`config.mk`:
```
export PLATFORM = sky130hd
export DESIGN_NAME = riscv_hazard_ctrl_mc
export DESIGN_NICKNAME = d
export VERILOG_FILES = /design/src/rtl/riscv_hazard_ctrl_mc.sv
export SDC_FILE = /design/constraint.sdc
export NUM_CORES = 1
export LEC_CHECK = 0
export BUFFER_PORTS_ARGS = -buffer_cell sky130_fd_sc_hd__buf_2
export CAP_MARGIN = 40
export CORE_ASPECT_RATIO = 0.8
export CORE_MARGIN = 5
export CORE_UTILIZATION = 40
export CTS_CLUSTER_SIZE = 10
export DETAILED_ROUTE_END_ITERATION = 12
export PLACE_DENSITY = 0.79
export RECOVER_POWER = 100
export SLEW_MARGIN = 25
export SYNTH_ARGS = -nofsm -noshare
export SYNTH_HDL_FRONTEND = slang
export SYNTH_SLANG_ARGS = --single-unit
```
`constraint.sdc`:
```
create_clock -name clk -period 2.4 [get_ports clk]
set_input_delay 0.36 -clock clk [delete_from_list [all_inputs] [get_ports clk]]
set_output_delay 0.36 -clock clk [all_outputs]
set_load 0.005 [all_outputs]
```
`src/rtl/riscv_hazard_ctrl_mc.sv`:
```
// ---------------------------------------------------------------------------
// riscv_hazard_ctrl_mc
//
// Hazard unit for the 5-stage (F/D/E/M/W) RISC-V core. It provides:
//   - E-stage operand forwarding (from M or W)
//   - load-use stall, or a full RAW stall when forwarding is disabled
//   - branch/jump flush
//   - a pipeline freeze while instruction or data memory is not ready
//   - a data-memory wait watchdog (sticky error)
//   - an optional stall-cycle counter
//
// Optional feature macro: RISCV_HAZ_PERF_CNT_EN
//   defined     -> stall_cycles counts cycles with StallF=1 (saturating)
//   not defined -> stall_cycles is tied to 0 and no counter flops exist
//
// Parameters:
//   REG_AW      register-address width (5 = RV32I, 4 = RV32E)
//   FWD_EN      1 = forwarding enabled, 0 = stall on every RAW hazard
//   MEM_TIMEOUT data-memory wait cycles tolerated before the error (1..65535)
//   CNT_W       performance counter width
//
// Ports:
//   clk, reset                 clock, asynchronous active-high reset
//   Rs1D/Rs2D, Rs1E/Rs2E       source registers in D and E
//   RdE/RdM/RdW, RegWrite*     destinations and write enables in E/M/W
//   ResultSrcE0                E-stage instruction is a load
//   PCSrcE                     branch/jump taken in E
//   MemReqM, dmem_ready        data-memory request / completion
//   imem_ready                 instruction memory delivers InstrF
//   ForwardAE/BE               00 = RF, 10 = from M, 01 = from W
//   StallF/D/E/M               hold stage register
//   FlushD/E/W                 insert bubble into stage register
//   mem_timeout                sticky watchdog error
//   stall_cycles               cycles with StallF=1 (optional feature)
//   dbg_state                  FSM state (0 = RUN, 1 = DWAIT, 2 = ERR)
//
// Memory handshake: an access issued by the M stage (MemReqM=1) is complete
// in the cycle dmem_ready=1; every cycle with MemReqM=1 and dmem_ready=0 is
// a wait cycle and freezes F/D/E/M. imem_ready=0 means InstrF is not valid
// this cycle; only F is held and a bubble enters D.
// ---------------------------------------------------------------------------
module riscv_hazard_ctrl_mc #(
    parameter int REG_AW      = 5,
    parameter int FWD_EN      = 1,
    parameter int MEM_TIMEOUT = 255,
    parameter int CNT_W       = 32
) (
    input  logic              clk,
    input  logic              reset,
    input  logic [REG_AW-1:0] Rs1D,
    input  logic [REG_AW-1:0] Rs2D,
    input  logic [REG_AW-1:0] Rs1E,
    input  logic [REG_AW-1:0] Rs2E,
    input  logic [REG_AW-1:0] RdE,
    input  logic [REG_AW-1:0] RdM,
    input  logic [REG_AW-1:0] RdW,
    input  logic              RegWriteE,
    input  logic              RegWriteM,
    input  logic              RegWriteW,
    input  logic              ResultSrcE0,
    input  logic              PCSrcE,
    input  logic              MemReqM,
    input  logic              dmem_ready,
    input  logic              imem_ready,
    output logic [1:0]        ForwardAE,
    output logic [1:0]        ForwardBE,
    output logic              StallF,
    output logic              StallD,
    output logic              StallE,
    output logic              StallM,
    output logic              FlushD,
    output logic              FlushE,
    output logic              FlushW,
    output logic              mem_timeout,
    output logic [CNT_W-1:0]  stall_cycles,
    output logic [1:0]        dbg_state
);

    localparam int                 WCNT_W   = $clog2(MEM_TIMEOUT + 1);
    localparam logic [WCNT_W-1:0] WAIT_MAX = WCNT_W'(MEM_TIMEOUT);

    typedef enum logic [1:0] {
        ST_RUN   = 2'd0,
        ST_DWAIT = 2'd1,
        ST_ERR   = 2'd2
    } state_e;

    state_e              state_q, state_d;
    logic [WCNT_W-1:0]   wait_cnt_q, wait_cnt_d;

    logic dmem_stall;
    logic freeze;
    logic raw_stall;

    // Register 0 never carries a hazard.
    function automatic logic hit(input logic [REG_AW-1:0] rs,
                                 input logic [REG_AW-1:0] rd,
                                 input logic              we);
        return we && (rd != '0) && (rs == rd);
    endfunction

    assign dmem_stall = MemReqM & ~dmem_ready;
    assign freeze     = dmem_stall | (state_q == ST_ERR);
    assign dbg_state  = state_q;

    // -----------------------------------------------------------------------
    // Wait-tracking FSM. wait_cnt_q holds the number of consecutive wait
    // cycles already seen; it reaches MEM_TIMEOUT after MEM_TIMEOUT waits.
    // One further wait cycle moves to ERR, while dmem_ready in that cycle
    // still completes the access normally.
    // -----------------------------------------------------------------------
    always_comb begin
        state_d    = state_q;
        wait_cnt_d = wait_cnt_q;
        case (state_q)
            ST_RUN: begin
                if (dmem_stall) begin
                    state_d    = ST_DWAIT;
                    wait_cnt_d = WCNT_W'(1);
                end
            end
            ST_DWAIT: begin
                if (!dmem_stall) begin
                    state_d    = ST_RUN;
                    wait_cnt_d = '0;
                end else if (wait_cnt_q >= WAIT_MAX) begin
                    state_d = ST_ERR;
                end else begin
                    wait_cnt_d = wait_cnt_q + WCNT_W'(1);
                end
            end
            ST_ERR: begin
                state_d = ST_ERR;
            end
            default: begin
                state_d    = ST_RUN;
                wait_cnt_d = '0;
            end
        endcase
    end

    always_ff @(posedge clk or posedge reset) begin
        if (reset) begin
            state_q    <= ST_RUN;
            wait_cnt_q <= '0;
        end else begin
            state_q    <= state_d;
            wait_cnt_q <= wait_cnt_d;
        end
    end

    // -----------------------------------------------------------------------
    // D-stage stall condition: load-use with forwarding, any RAW without it.
    // -----------------------------------------------------------------------
    always_comb begin
        raw_stall = 1'b0;
        if (FWD_EN != 0) begin
            raw_stall = ResultSrcE0 &
                        (hit(Rs1D, RdE, RegWriteE) | hit(Rs2D, RdE, RegWriteE));
        end else begin
            raw_stall = hit(Rs1D, RdE, RegWriteE) | hit(Rs2D, RdE, RegWriteE) |
                        hit(Rs1D, RdM, RegWriteM) | hit(Rs2D, RdM, RegWriteM) |
                        hit(Rs1D, RdW, RegWriteW) | hit(Rs2D, RdW, RegWriteW);
        end
    end

    // -----------------------------------------------------------------------
    // Output decode. While reset is high every output is held low so nothing
    // pulses after the reset edge, even if memory is still busy.
    // -----------------------------------------------------------------------
    always_comb begin
        ForwardAE   = 2'b00;
        ForwardBE   = 2'b00;
        StallF      = 1'b0;
        StallD      = 1'b0;
        StallE      = 1'b0;
        StallM      = 1'b0;
        FlushD      = 1'b0;
        FlushE      = 1'b0;
        FlushW      = 1'b0;
        mem_timeout = (state_q == ST_ERR);

        if (FWD_EN != 0) begin
            if (hit(Rs1E, RdM, RegWriteM))      ForwardAE = 2'b10;
            else if (hit(Rs1E, RdW, RegWriteW)) ForwardAE = 2'b01;
            if (hit(Rs2E, RdM, RegWriteM))      ForwardBE = 2'b10;
            else if (hit(Rs2E, RdW, RegWriteW)) ForwardBE = 2'b01;
        end

        if (freeze) begin
            // A taken branch in E stays in the frozen E register and is
            // acted on once the freeze lifts.
            StallF = 1'b1;
            StallD = 1'b1;
            StallE = 1'b1;
            StallM = 1'b1;
            FlushW = 1'b1;
        end else if (raw_stall) begin
            if (PCSrcE) begin
                // The consumer in D is on the wrong path: squash, no stall.
                FlushD = 1'b1;
                FlushE = 1'b1;
            end else begin
                StallF = 1'b1;
                StallD = 1'b1;
                FlushE = 1'b1;
            end
        end else if (PCSrcE) begin
            FlushD = 1'b1;
            FlushE = 1'b1;
        end else if (!imem_ready) begin
            StallF = 1'b1;
            FlushD = 1'b1;
        end

        if (reset) begin
            ForwardAE   = 2'b00;
            ForwardBE   = 2'b00;
            StallF      = 1'b0;
            StallD      = 1'b0;
            StallE      = 1'b0;
            StallM      = 1'b0;
            FlushD      = 1'b0;
            FlushE      = 1'b0;
            FlushW      = 1'b0;
            mem_timeout = 1'b0;
        end
    end

`ifdef RISCV_HAZ_PERF_CNT_EN
    logic [CNT_W-1:0] stall_cnt_q, stall_cnt_d;

    always_comb begin
        stall_cnt_d = stall_cnt_q;
        if (StallF && (stall_cnt_q != '1)) begin
            stall_cnt_d = stall_cnt_q + CNT_W'(1);
        end
    end

    always_ff @(posedge clk or posedge reset) begin
        if (reset) begin
            stall_cnt_q <= '0;
        end else begin
            stall_cnt_q <= stall_cnt_d;
        end
    end

    assign stall_cycles = stall_cnt_q;
`else
    assign stall_cycles = '0;
`endif

endmodule

```
==> results <==
- The flow ran to the end, and the final reports show no timing, DRC or antenna violations.
- The switching power is 0.165 mW.
- For the worst-skew pair, the clock arrives at the later sink with an insertion delay of 0.24 ns.
- The worst stage delay on the critical path is 0.54 ns.
- The yosys synthesis warning count is 0.
- The filler cells instantiated in the layout total 316.
- The number of violations of the max-capacitance limit is 0.
- The synthesized netlist contains 37 unique library cells.
- The worst setup path is of the in -> out kind.
- Hold repair after CTS inserted 0 buffers.
- The count of port buffers added during placement is 58.
- The summed negative setup slack over all endpoints is 0 ns.
- The first TritonRoute pass finished after 4 iterations.
- The largest individual stage delay along the critical path comes from the cell sky130_fd_sc_hd__or4_1.
- The maximum number of pins on one net before global-route repair is 12.
- The portion of total power attributed to sequential cells is 32.6%.
- The sequential element share of the synthesized area is 19.4%.
- The standard cell core area is 3090 um^2.
- For the final database, setup skew stands at 0.00727 ns.
- Per report_power, the clock group accounts for 37.6% of the total.
- The clock passes through at most 2 buffers.
- The post-route total power is 0.559 mW.
- The per-instance average area after synthesis is 8.12 um^2.
- The half-perimeter wire length after placement is 2.73 mm.
- The area share of and/or/nand/nor cells after synthesis is 20.6%.
- Combinational logic burns 29.8% of the power.
- The chip width is 73.5 um.
- The number of clock sinks seen by CTS is 10.
- The setup slack of the critical path after layout is 0.272 ns.
- Across every metal layer, demand over resource in global routing totals 13.7%.
- The routability congestion estimate is 0.818.
- After Yosys synthesis, XOR and XNOR cells account for 20.3% of the synthesized area.
- In this run the static leakage power is 0.717 nW.
- The number of flip-flops and latches in the synthesized netlist is 10.
- At the worst endpoint, the arrival time is 1.77 ns.
- After detailed routing, the average wire length per cell comes to 12.3 um.
- The minimum clock period is 2.13 ns.
- TritonCTS created 3 clock buffers.
- The signal on the critical path passes through buf_2 -> or4_1 -> o21ai_2 -> nor3_1 -> nor4_2 -> clkbuf_1.
- The final setup violation count is 0.
- The floorplan die area is 4470 um^2.
- The initial DRC count is 69.
- The worst setup path is captured at an output port.
- After clock tree synthesis, the clock-pin slew on the worst setup and hold paths is 0.05 ns.
- The total global routing overflow is 0.
- The via count of the first global-routing pass came to 1149.
- The number of buffers and inverters on the critical path is 2.
- The effective utilization at floorplan is 41.8%.
- The compound-cell area share of the yosys netlist is 16.0%.
- In the routed layout, each cell is associated on average with a via count of 4.81.
- Counting every instance in the synthesized netlist gives 159.
- The first global-routing pass estimated 4.86 mm of wire.
- Final hold analysis gives a worst-case slack of 0.390 ns.
- The pre-CTS setup slack is 0.254 ns.
- In the synthesized netlist, mux cells make up 0.775% of the area.
- The total via count after detailed routing is 1246.
- The cell area that synthesis handed to floorplanning was 1290 um^2.
- In this run switching power makes up 29.5% of total power.
- Of the cells placed in the final design, the portion with a size suffix greater than 1 is 25.6%.
- 91 I/O pins were placed.
- The cell family contributing the most delay on the critical path is simple AND/OR/NAND/NOR gates.
- The peak ir drop on the vdd network is 0.209 mV.
- The total internal power is 0.394 mW.
- In the final design database the tool counted 266 nets.
- For the pin with the worst max-slew slack, the measured transition is 0.594 ns.
- The share of synthesized cell area in full adder, half adder and majority cells is 0.969%.
- The repair_antennas step left the layout with diodes totalling 0.
- The path class of the tightest hold or removal check is in -> async.
- The final number of hold-violating endpoints is 0.
- The total wire length after detailed routing is 3.18 mm.
- The post-route DRC violation count is 0.
- In this run the worst path has a maximum fanout of 4.
- The clock tree from TritonCTS is yes.
- After synthesis, the largest family of logic cells by area is buffers and inverters.
- The root buffer cell chosen for the clock tree is sky130_fd_sc_hd__clkbuf_8.
- Buffers added to address setup during post-CTS repair amount to 0.
- The relative slew slack is 60.4%.
- Setup repair after global routing left no endpoint under its margin.
- The count of nets left with antenna violations once routing finished came out at 0.
- The number of antenna violations at the first check in global routing is 0.
- STA classifies the critical path startpoint as an input port.
- The die outline height is 60.8 um.
- Compared with the post-synthesis result, the final layout area differs by 19.2%.
- The number of gates resized after CTS was 0.
- The number of standard-cell rows in the floorplan is 18.
- Of the available clock period, the critical path in the final layout requires 88.7%.
- Data on the critical path is required at its endpoint by 2.04 ns.
- The H-tree depth is 1.
- Power spread over the standard cell area amounts to 363 nW/um^2.
- For this run, the top clock speed supported by timing is 470 MHz.
- The final-report max-slew violation count is 0.
## cell usage after synthesis
cell | instances | area share, %
sky130_fd_sc_hd__or3_1 | 2 | 0.97
sky130_fd_sc_hd__o21bai_1 | 1 | 0.58
sky130_fd_sc_hd__a22oi_1 | 1 | 0.58
sky130_fd_sc_hd__nor4_2 | 2 | 1.9
sky130_fd_sc_hd__o21ba_2 | 1 | 0.78
sky130_fd_sc_hd__nor2_1 | 5 | 1.5
sky130_fd_sc_hd__ha_1 | 1 | 0.97
sky130_fd_sc_hd__inv_1 | 5 | 1.5
sky130_fd_sc_hd__nor3_1 | 4 | 1.6
sky130_fd_sc_hd__a311oi_1 | 1 | 0.68
sky130_fd_sc_hd__and4_1 | 1 | 0.68
sky130_fd_sc_hd__nor4bb_1 | 1 | 0.78
sky130_fd_sc_hd__o221a_2 | 1 | 0.87
sky130_fd_sc_hd__nand2_1 | 10 | 2.9
sky130_fd_sc_hd__xor2_1 | 20 | 14
sky130_fd_sc_hd__nand4bb_1 | 1 | 0.87
sky130_fd_sc_hd__o21ai_2 | 1 | 0.68
sky130_fd_sc_hd__o211ai_1 | 4 | 2.3
sky130_fd_sc_hd__o21a_1 | 1 | 0.58
sky130_fd_sc_hd__buf_2 | 1 | 0.39
sky130_fd_sc_hd__xnor2_1 | 10 | 6.8
sky130_fd_sc_hd__a31oi_1 | 3 | 1.5
sky130_fd_sc_hd__o41ai_1 | 1 | 0.68
sky130_fd_sc_hd__o311a_1 | 1 | 0.78
sky130_fd_sc_hd__dfrtp_1 | 10 | 19
sky130_fd_sc_hd__buf_4 | 34 | 20
sky130_fd_sc_hd__and3_1 | 3 | 1.5
sky130_fd_sc_hd__a21oi_1 | 6 | 2.3
sky130_fd_sc_hd__or4_1 | 5 | 2.9
sky130_fd_sc_hd__o21ai_0 | 6 | 2.3
sky130_fd_sc_hd__o31a_1 | 1 | 0.68
sky130_fd_sc_hd__conb_1 | 1 | 0.29
sky130_fd_sc_hd__nand3_1 | 7 | 2.7
sky130_fd_sc_hd__nand2b_1 | 3 | 1.5
sky130_fd_sc_hd__nor4_1 | 2 | 0.97
sky130_fd_sc_hd__a211o_1 | 1 | 0.68
sky130_fd_sc_hd__mux2i_1 | 1 | 0.78
## layer usage
metal | wire length (um) | track usage (%) | vias up
li1 | - | - | 619
met4 | 19 | 3.36 | 0
met5 | 0 | 0 | -
met3 | 362 | 4.14 | 2
met2 | 1490 | 22.3 | 61
met1 | 1310 | 17.8 | 564
## cell type report
class,instances,area (um^2),share of cell area [%]
Multi-Input combinational cell,140,878,57.1
Timing Repair Buffer,60,287,18.6
Sequential cell,10,250,16.3
Clock buffer,4,55.1,3.58
Tap cell,40,50.0,3.25
Inverter,5,18.8,1.22
## cell families after synthesis
group                      count (synthesis)
buffers and inverters                     40
and+or+nand+nor                           46
xor gates and xnor gates                  30
other                                      1
AOI/OAI and AO/OA                         30
muxes                                      1
adders and majority gates                  1
DFF                                       10
## worst paths after layout
check,start,endpoint,slack [ns],cells after the start
max reg2reg,wait_cnt_q[0]$_DFFE_PP0P_,wait_cnt_q[1]$_DFFE_PP0P_,0.71,4
min,reset,wait_cnt_q[0]$_DFFE_PP0P_,0.39,3
max,RdM[1],ForwardBE[0],0.27,6
min reg2reg,wait_cnt_q[6]$_DFFE_PP0P_,wait_cnt_q[6]$_DFFE_PP0P_,0.48,1
max in group asynchronous,reset,wait_cnt_q[5]$_DFFE_PP0P_,1.62,3
min in group clk,wait_cnt_q[6]$_DFFE_PP0P_,wait_cnt_q[6]$_DFFE_PP0P_,0.48,1
## registers in the layout, indices dropped and copies added, names as in the netlist
name	count
wait_cnt_q	8
dbg_state	2
## per-stage QoR
step           area, um^2  util [%]  instances
3_3_place_gp         1500      48.7        255
4_1_cts              1560      50.5        259
3_5_place_dp         1500      48.7        255
2_1_floorplan        1410         -        190
5_1_grt              1540      49.9        259
6_report             1540      49.9        259
## power by group through the flow
stage	clock (mW)	combinational (mW)	sequential, mW
final	0.210	0.166	0.182
after floorplan	0	0.130	0.183
after CTS	0.214	0.169	0.182
after global routing	0.225	0.189	0.183
after global placement	0	0.164	0.184
after detailed placement	0	0.168	0.185
## tightest hold or removal path, cell delays in order
cell	delay, ns
sky130_fd_sc_hd__clkbuf_1	0.16
sky130_fd_sc_hd__inv_1	0.11
sky130_fd_sc_hd__clkbuf_1	0.47
## layout by cell type (no fill, tap or decap), types with 6 or more instances in the layout
cell                       count
sky130_fd_sc_hd__clkbuf_1     13
sky130_fd_sc_hd__conb_1       32
sky130_fd_sc_hd__xor2_1       20
sky130_fd_sc_hd__a21oi_1       6
sky130_fd_sc_hd__dfrtp_1      10
sky130_fd_sc_hd__buf_2        45
sky130_fd_sc_hd__nand2_1      10
sky130_fd_sc_hd__xnor2_1      10
sky130_fd_sc_hd__nand3_1       7
sky130_fd_sc_hd__o21ai_0       6
No activity file was read; power rests on OpenSTA's default activity.
